<file path="src/rtl/sc_pkg.sv">
// rtl/sc_pkg.sv - shared state encoding and constants for the slow-control frame shifter
package sc_pkg;

  typedef enum logic [1:0] {
    ST_IDLE  = 2'd0,
    ST_RST   = 2'd1,
    ST_SHIFT = 2'd2,
    ST_DONE  = 2'd3
  } sc_state_e;

  localparam int MAROC_FRAME_W = 829;
  localparam int MISMATCH_W    = 16;

  // Increment that sticks at all-ones instead of wrapping.
  function automatic logic [MISMATCH_W-1:0] sat_inc(input logic [MISMATCH_W-1:0] v);
    return (&v) ? v : v + 1'b1;
  endfunction

endpackage

</file>
<file path="src/rtl/sc_clk_div.sv">
// rtl/sc_clk_div.sv - serial clock generator: CLK_DIV cycles low then CLK_DIV cycles high per bit
module sc_clk_div
  import sc_pkg::*;
#(
  parameter int CLK_DIV = 1
) (
  input  logic clk_in,
  input  logic reset_in,
  input  logic en_i,
  output logic ck_o,
  output logic rise_stb_o,
  output logic fall_stb_o
);

  localparam int PH_W = (CLK_DIV > 1) ? $clog2(CLK_DIV) : 1;

  logic [PH_W-1:0] phase_q, phase_d;
  logic            ck_q, ck_d;
  logic            last_ph;

  assign last_ph = en_i && (phase_q == PH_W'(CLK_DIV - 1));

  always_comb begin
    phase_d = phase_q;
    ck_d    = ck_q;
    if (!en_i) begin
      phase_d = '0;
      ck_d    = 1'b0;
    end else if (last_ph) begin
      phase_d = '0;
      ck_d    = ~ck_q;
    end else begin
      phase_d = phase_q + 1'b1;
    end
  end

  always_ff @(posedge clk_in or posedge reset_in) begin
    if (reset_in) begin
      phase_q <= '0;
      ck_q    <= 1'b0;
    end else begin
      phase_q <= phase_d;
      ck_q    <= ck_d;
    end
  end

  // rise_stb marks the last low cycle (ASIC samples next), fall_stb the last high cycle (bit ends).
  assign ck_o       = ck_q;
  assign rise_stb_o = last_ph & ~ck_q;
  assign fall_stb_o = last_ph & ck_q;

endmodule

</file>
<file path="src/rtl/sc_frame_shifter.sv">
// rtl/sc_frame_shifter.sv - slow-control frame serialiser with optional readback (SC_READBACK_EN)
module sc_frame_shifter
  import sc_pkg::*;
#(
  parameter int FRAME_W    = MAROC_FRAME_W,
  parameter int CLK_DIV    = 1,
  parameter int RST_CYCLES = 2,
  parameter int LSB_FIRST  = 1
) (
  input  logic                  clk_in,
  input  logic                  reset_in,
  input  logic                  start_in,
  input  logic [FRAME_W-1:0]    frame_in,
  input  logic                  q_sc_in,
  output logic                  busy_out,
  output logic                  done_out,
  output logic                  verify_ok_out,
  output logic [MISMATCH_W-1:0] mismatch_cnt_out,
  output logic                  d_sc_out,
  output logic                  ck_sc_out,
  output logic                  rstn_sc_out,
  output logic [1:0]            state_out
);

`ifdef SC_READBACK_EN
  localparam int NBITS = 2 * FRAME_W;
`else
  localparam int NBITS = FRAME_W;
`endif
  localparam int BC_W = $clog2(2 * FRAME_W + 1);
  localparam int RC_W = (RST_CYCLES > 1) ? $clog2(RST_CYCLES) : 1;

  sc_state_e        state_q;
  logic [FRAME_W-1:0] frame_q;
  logic [FRAME_W-1:0] frame_load;
  logic [BC_W-1:0]  bit_cnt_q;
  logic [RC_W-1:0]  rst_cnt_q;
  logic             busy_q, done_q, d_q, rstn_q;
  logic             accept, shift_en, last_bit, frame_end;
  logic             rise_stb, fall_stb;

  // Frame is stored in shift order so bit 0 always goes out next.
  always_comb begin
    frame_load = frame_in;
    if (LSB_FIRST == 0) begin
      for (int i = 0; i < FRAME_W; i++) frame_load[i] = frame_in[FRAME_W-1-i];
    end
  end

  assign accept    = start_in && ((state_q == ST_IDLE) || (state_q == ST_DONE));
  assign shift_en  = (state_q == ST_SHIFT);
  assign last_bit  = (bit_cnt_q == BC_W'(NBITS - 1));
  assign frame_end = shift_en && fall_stb && last_bit;

  sc_clk_div #(.CLK_DIV(CLK_DIV)) u_clk_div (
    .clk_in     (clk_in),
    .reset_in   (reset_in),
    .en_i       (shift_en),
    .ck_o       (ck_sc_out),
    .rise_stb_o (rise_stb),
    .fall_stb_o (fall_stb)
  );

  // Frame register rotates, so a second pass naturally resends the same bits.
  always_ff @(posedge clk_in or posedge reset_in) begin
    if (reset_in) begin
      state_q   <= ST_IDLE;
      frame_q   <= '0;
      bit_cnt_q <= '0;
      rst_cnt_q <= '0;
      busy_q    <= 1'b0;
      done_q    <= 1'b0;
      d_q       <= 1'b0;
      rstn_q    <= 1'b1;
    end else begin
      done_q <= 1'b0;
      case (state_q)
        ST_IDLE, ST_DONE: begin
          if (accept) begin
            state_q   <= ST_RST;
            frame_q   <= frame_load;
            bit_cnt_q <= '0;
            rst_cnt_q <= '0;
            busy_q    <= 1'b1;
            rstn_q    <= 1'b0;
            d_q       <= 1'b0;
          end else begin
            state_q <= ST_IDLE;
          end
        end
        ST_RST: begin
          if (rst_cnt_q == RC_W'(RST_CYCLES - 1)) begin
            state_q <= ST_SHIFT;
            rstn_q  <= 1'b1;
            d_q     <= frame_q[0];
            frame_q <= {frame_q[0], frame_q[FRAME_W-1:1]};
          end else begin
            rst_cnt_q <= rst_cnt_q + 1'b1;
          end
        end
        ST_SHIFT: begin
          if (fall_stb) begin
            if (last_bit) begin
              state_q <= ST_DONE;
              busy_q  <= 1'b0;
              done_q  <= 1'b1;
            end else begin
              bit_cnt_q <= bit_cnt_q + 1'b1;
              d_q       <= frame_q[0];
              frame_q   <= {frame_q[0], frame_q[FRAME_W-1:1]};
            end
          end
        end
        default: state_q <= ST_IDLE;
      endcase
    end
  end

`ifdef SC_READBACK_EN
  logic [MISMATCH_W-1:0] mm_q;
  logic                  vok_q;
  logic                  sample_pt;

  // In pass 2 the bit on d_sc equals the frame bit the chip should be returning.
  assign sample_pt = shift_en && rise_stb && (bit_cnt_q >= BC_W'(FRAME_W));

  always_ff @(posedge clk_in or posedge reset_in) begin
    if (reset_in) begin
      mm_q  <= '0;
      vok_q <= 1'b1;
    end else if (accept) begin
      mm_q  <= '0;
      vok_q <= 1'b1;
    end else begin
      if (sample_pt && (q_sc_in != d_q)) mm_q <= sat_inc(mm_q);
      if (frame_end) vok_q <= (mm_q == '0);
    end
  end

  assign mismatch_cnt_out = mm_q;
  assign verify_ok_out    = vok_q;
`else
  logic unused_q_sc;
  assign unused_q_sc      = q_sc_in;
  assign mismatch_cnt_out = '0;
  assign verify_ok_out    = 1'b1;
`endif

  assign busy_out    = busy_q;
  assign done_out    = done_q;
  assign d_sc_out    = d_q;
  assign rstn_sc_out = rstn_q;
  assign state_out   = state_q;

endmodule
</file>
<file path="config.mk">
export PLATFORM = sky130hd
export DESIGN_NAME = sc_frame_shifter
export DESIGN_NICKNAME = d
export VERILOG_FILES = /design/src/rtl/sc_pkg.sv /design/src/rtl/sc_clk_div.sv /design/src/rtl/sc_frame_shifter.sv
export SDC_FILE = /design/constraint.sdc
export NUM_CORES = 2
export LEC_CHECK = 0
export CORE_AREA = 4 4 335 337
export CTS_CLUSTER_DIAMETER = 40
export DETAILED_ROUTE_END_ITERATION = 7
export DIE_AREA = 0 0 339 341
export MAX_ROUTING_LAYER = met4
export PLACE_DENSITY = 0.66
export SLEW_MARGIN = 0
export SYNTH_ARGS = -nofsm -noshare
export SYNTH_HDL_FRONTEND = slang
export SYNTH_HIERARCHICAL = 1
export SYNTH_SLANG_ARGS = --single-unit
</file>
<file path="constraint.sdc">
create_clock -name clk_in -period 32.7 [get_ports clk_in]
set_input_delay 9.81 -clock clk_in [delete_from_list [all_inputs] [get_ports clk_in]]
set_output_delay 9.81 -clock clk_in [all_outputs]
set_load 0.01 [all_outputs]
</file>
==> flow_summary.ini <==
[clocking]
cts-root-buf = clkbuf_16
post-cts-setup-buffer-count = 0
clk_latency_ns = 0.72
cts_resized = 0
cts_sinks = 849
clockBufferDepth = 3
holdBufCountCts = 0
cts_tree = yes
cts_max_level = 4
cts_buffers = 141
path_clk_slew_ns = 0.05

[floorplanning]
die_y_um = 341
coreArea_um2 = 109000
num_io_pins = 857
die_area_um2 = 116000
die_w_um = 339
num_rows = 121
start_util_pct = 39.2

[synth]
syn_inst = 2804
synthesis.area_um2 = 42600
synth_area_per_cell_um2 = 15.2
ys.warnings.count = 6

[run]
max_cap_viol_count = 0

[pwr]
p_sw_share_pct = 24.6
p_int_mw = 2.18
seq_power_share_pct = 36.7
pwr-share-comb_pct = 11.4
power.leakage_nw = 27.7
power.share.clock_pct = 52.0
power_density_nw_per_um2 = 51.6
switchingPower_mw = 0.712
ir_drop_mv = 0.0388

[placement]
dpl.hpwl_um = 75000
portBuffers = 838
gp_congestion = 0.799

[cells_and_area]
regMostFlops = frame_q
post-route-util_pct = 51.5
drive_above_1_share_pct = 33.1
fin_nets = 4461
largest_register_ffs = 829
area_growth_pct = 31.5

[critical_path]
max_stage_delay_ns = 0.91
reg2reg_slack_ns = 27.99
critPathLaunchType = input port
required_ns = 33.28
path_delay_family = buffers and inverters
crit_buf_inv = 4
crit_top_cell = buf_4
path_class = in2reg
cp_cell_sequence = clkdlybuf4s50_1, nand2b_1, o21ai_0, a211oi_4, buf_4, buf_4, buf_4, mux2_1
slowest_stage = buf_4
path_max_fanout = 77
crit_path_end_kind = register
crit_arrival_ns = 14.15

[sta]
worst_clock_skew_ns = 0.0295
worst_pin_slew_ns = 1.07
setup_viol = 0
tns_ns = 0
max_freq_mhz = 73.7
relSlewSlack_pct = 28.7
slew_viol_final = 0
hold_viol = 0
finalCritPeriodShare_pct = 41.5
rsz0062_at_grt = false
min_period_ns = 13.56

[detailed_routing]
drtPass1Iterations = 4
drc = 0
wire_per_inst_um = 20.4
drt-total-wl_um = 106000
vias_per_cell = 4.90
ant_nets = 0
first_iter_violations = 962
vias = 25647

[grt]
antenna_found_initial = 70
grt.total_usage_pct = 18.6
grt_max_degree = 168
grt_overflow = 0
grt_pass1_vias = 27704
grt_pass1_wl_um = 163000

[status]
outcome = complete, no violations

[hold_path]
hold_path.class = reg2reg
metrics by stage:
stage | setup WS [ns] | std cells | instance area, um^2 | hold slack (ns) | total power, mW
2_1_floorplan | 11.25 | 2819 | 42700 | 0.450 | 1.38
3_3_place_gp | 18.36 | 4895 | 51000 | 0.463 | 1.41
3_5_place_dp | 18.37 | 4895 | 51000 | 0.471 | 1.41
4_1_cts | 19.16 | 5155 | 55900 | 0.482 | 2.94
5_1_grt | 18.90 | 5225 | 56100 | 0.490 | 3.01
6_report | 19.14 | 5231 | 56100 | 0.477 | 2.89
layout make-up:
cell class	instances	area [um^2]
antenna	76	190
clock buffer	177	3890
clock inverter	83	972
fill	9347	52800
inverter	10	41.3
multi-input combinational	1755	19300
sequential	849	21200
tap	1414	1770
timing repair buffer	867	8670
worst paths after layout:
kind	start	end	cells past startpoint
setup / recovery	start_in	frame_q[641]	8
hold / removal	frame_q[152]	frame_q[152]	1
setup reg to reg	bit_cnt_q[0]	frame_q[641]	9
hold reg to reg	frame_q[152]	frame_q[152]	1
max in group asynchronous	reset_in	frame_q[664]	5
min in group asynchronous	reset_in	u_clk_div/ck_o	2
worst register-to-register path, cell delays in order (launching register included):
cell and delay [ns]:
dfrtp_1 0.41, inv_1 0.09, ha_1 0.20, nor4b_1 0.16, and3_1 0.28, a211oi_4 0.33, buf_4 0.83, buf_4 0.91
buf_4 0.93, mux2_1 0.46
metal layers:
| metal | vias up | wire, um | track usage [%] |
|---|---|---|---|
| met5 | - | 0 | - |
| met2 | 664 | 52900 | 30.5 |
| met3 | 172 | 8460 | 7.38 |
| met4 | 0 | 2910 | 6.93 |
| met1 | 12846 | 42200 | 20.5 |
| li1 | 11965 | - | - |
cell usage in the layout, fill, tap and decap left out, types with 4 or more instances in the layout:
cell type and instances:
dfrtp_1 848, clkbuf_16 144, a21oi_1 6, clkbuf_8 16
clkdlybuf4s50_1 838, inv_1 9, clkinvlp_4 13, buf_12 5
buf_4 24, inv_6 11, nand3_1 5, clkinv_4 15
o21ai_0 7, mux2i_1 4, and3_1 4, nor2_1 4
diode_2 76, mux2_2 959, nand2_1 5, bufinv_16 13
clkbuf_1 17, clkinv_2 25, and2_1 5, conb_1 18
mux2_1 700
power groups by stage:
stage / Sequential (mW) / Combinational (mW) / Clock [mW]
floorplan: 1.08 / 0.296 / 0
global placement: 1.08 / 0.335 / 0
detailed placement: 1.08 / 0.335 / 0
CTS: 1.06 / 0.336 / 1.54
global route: 1.06 / 0.352 / 1.60
finish: 1.06 / 0.328 / 1.50
(Power assumes the default switching activity.)
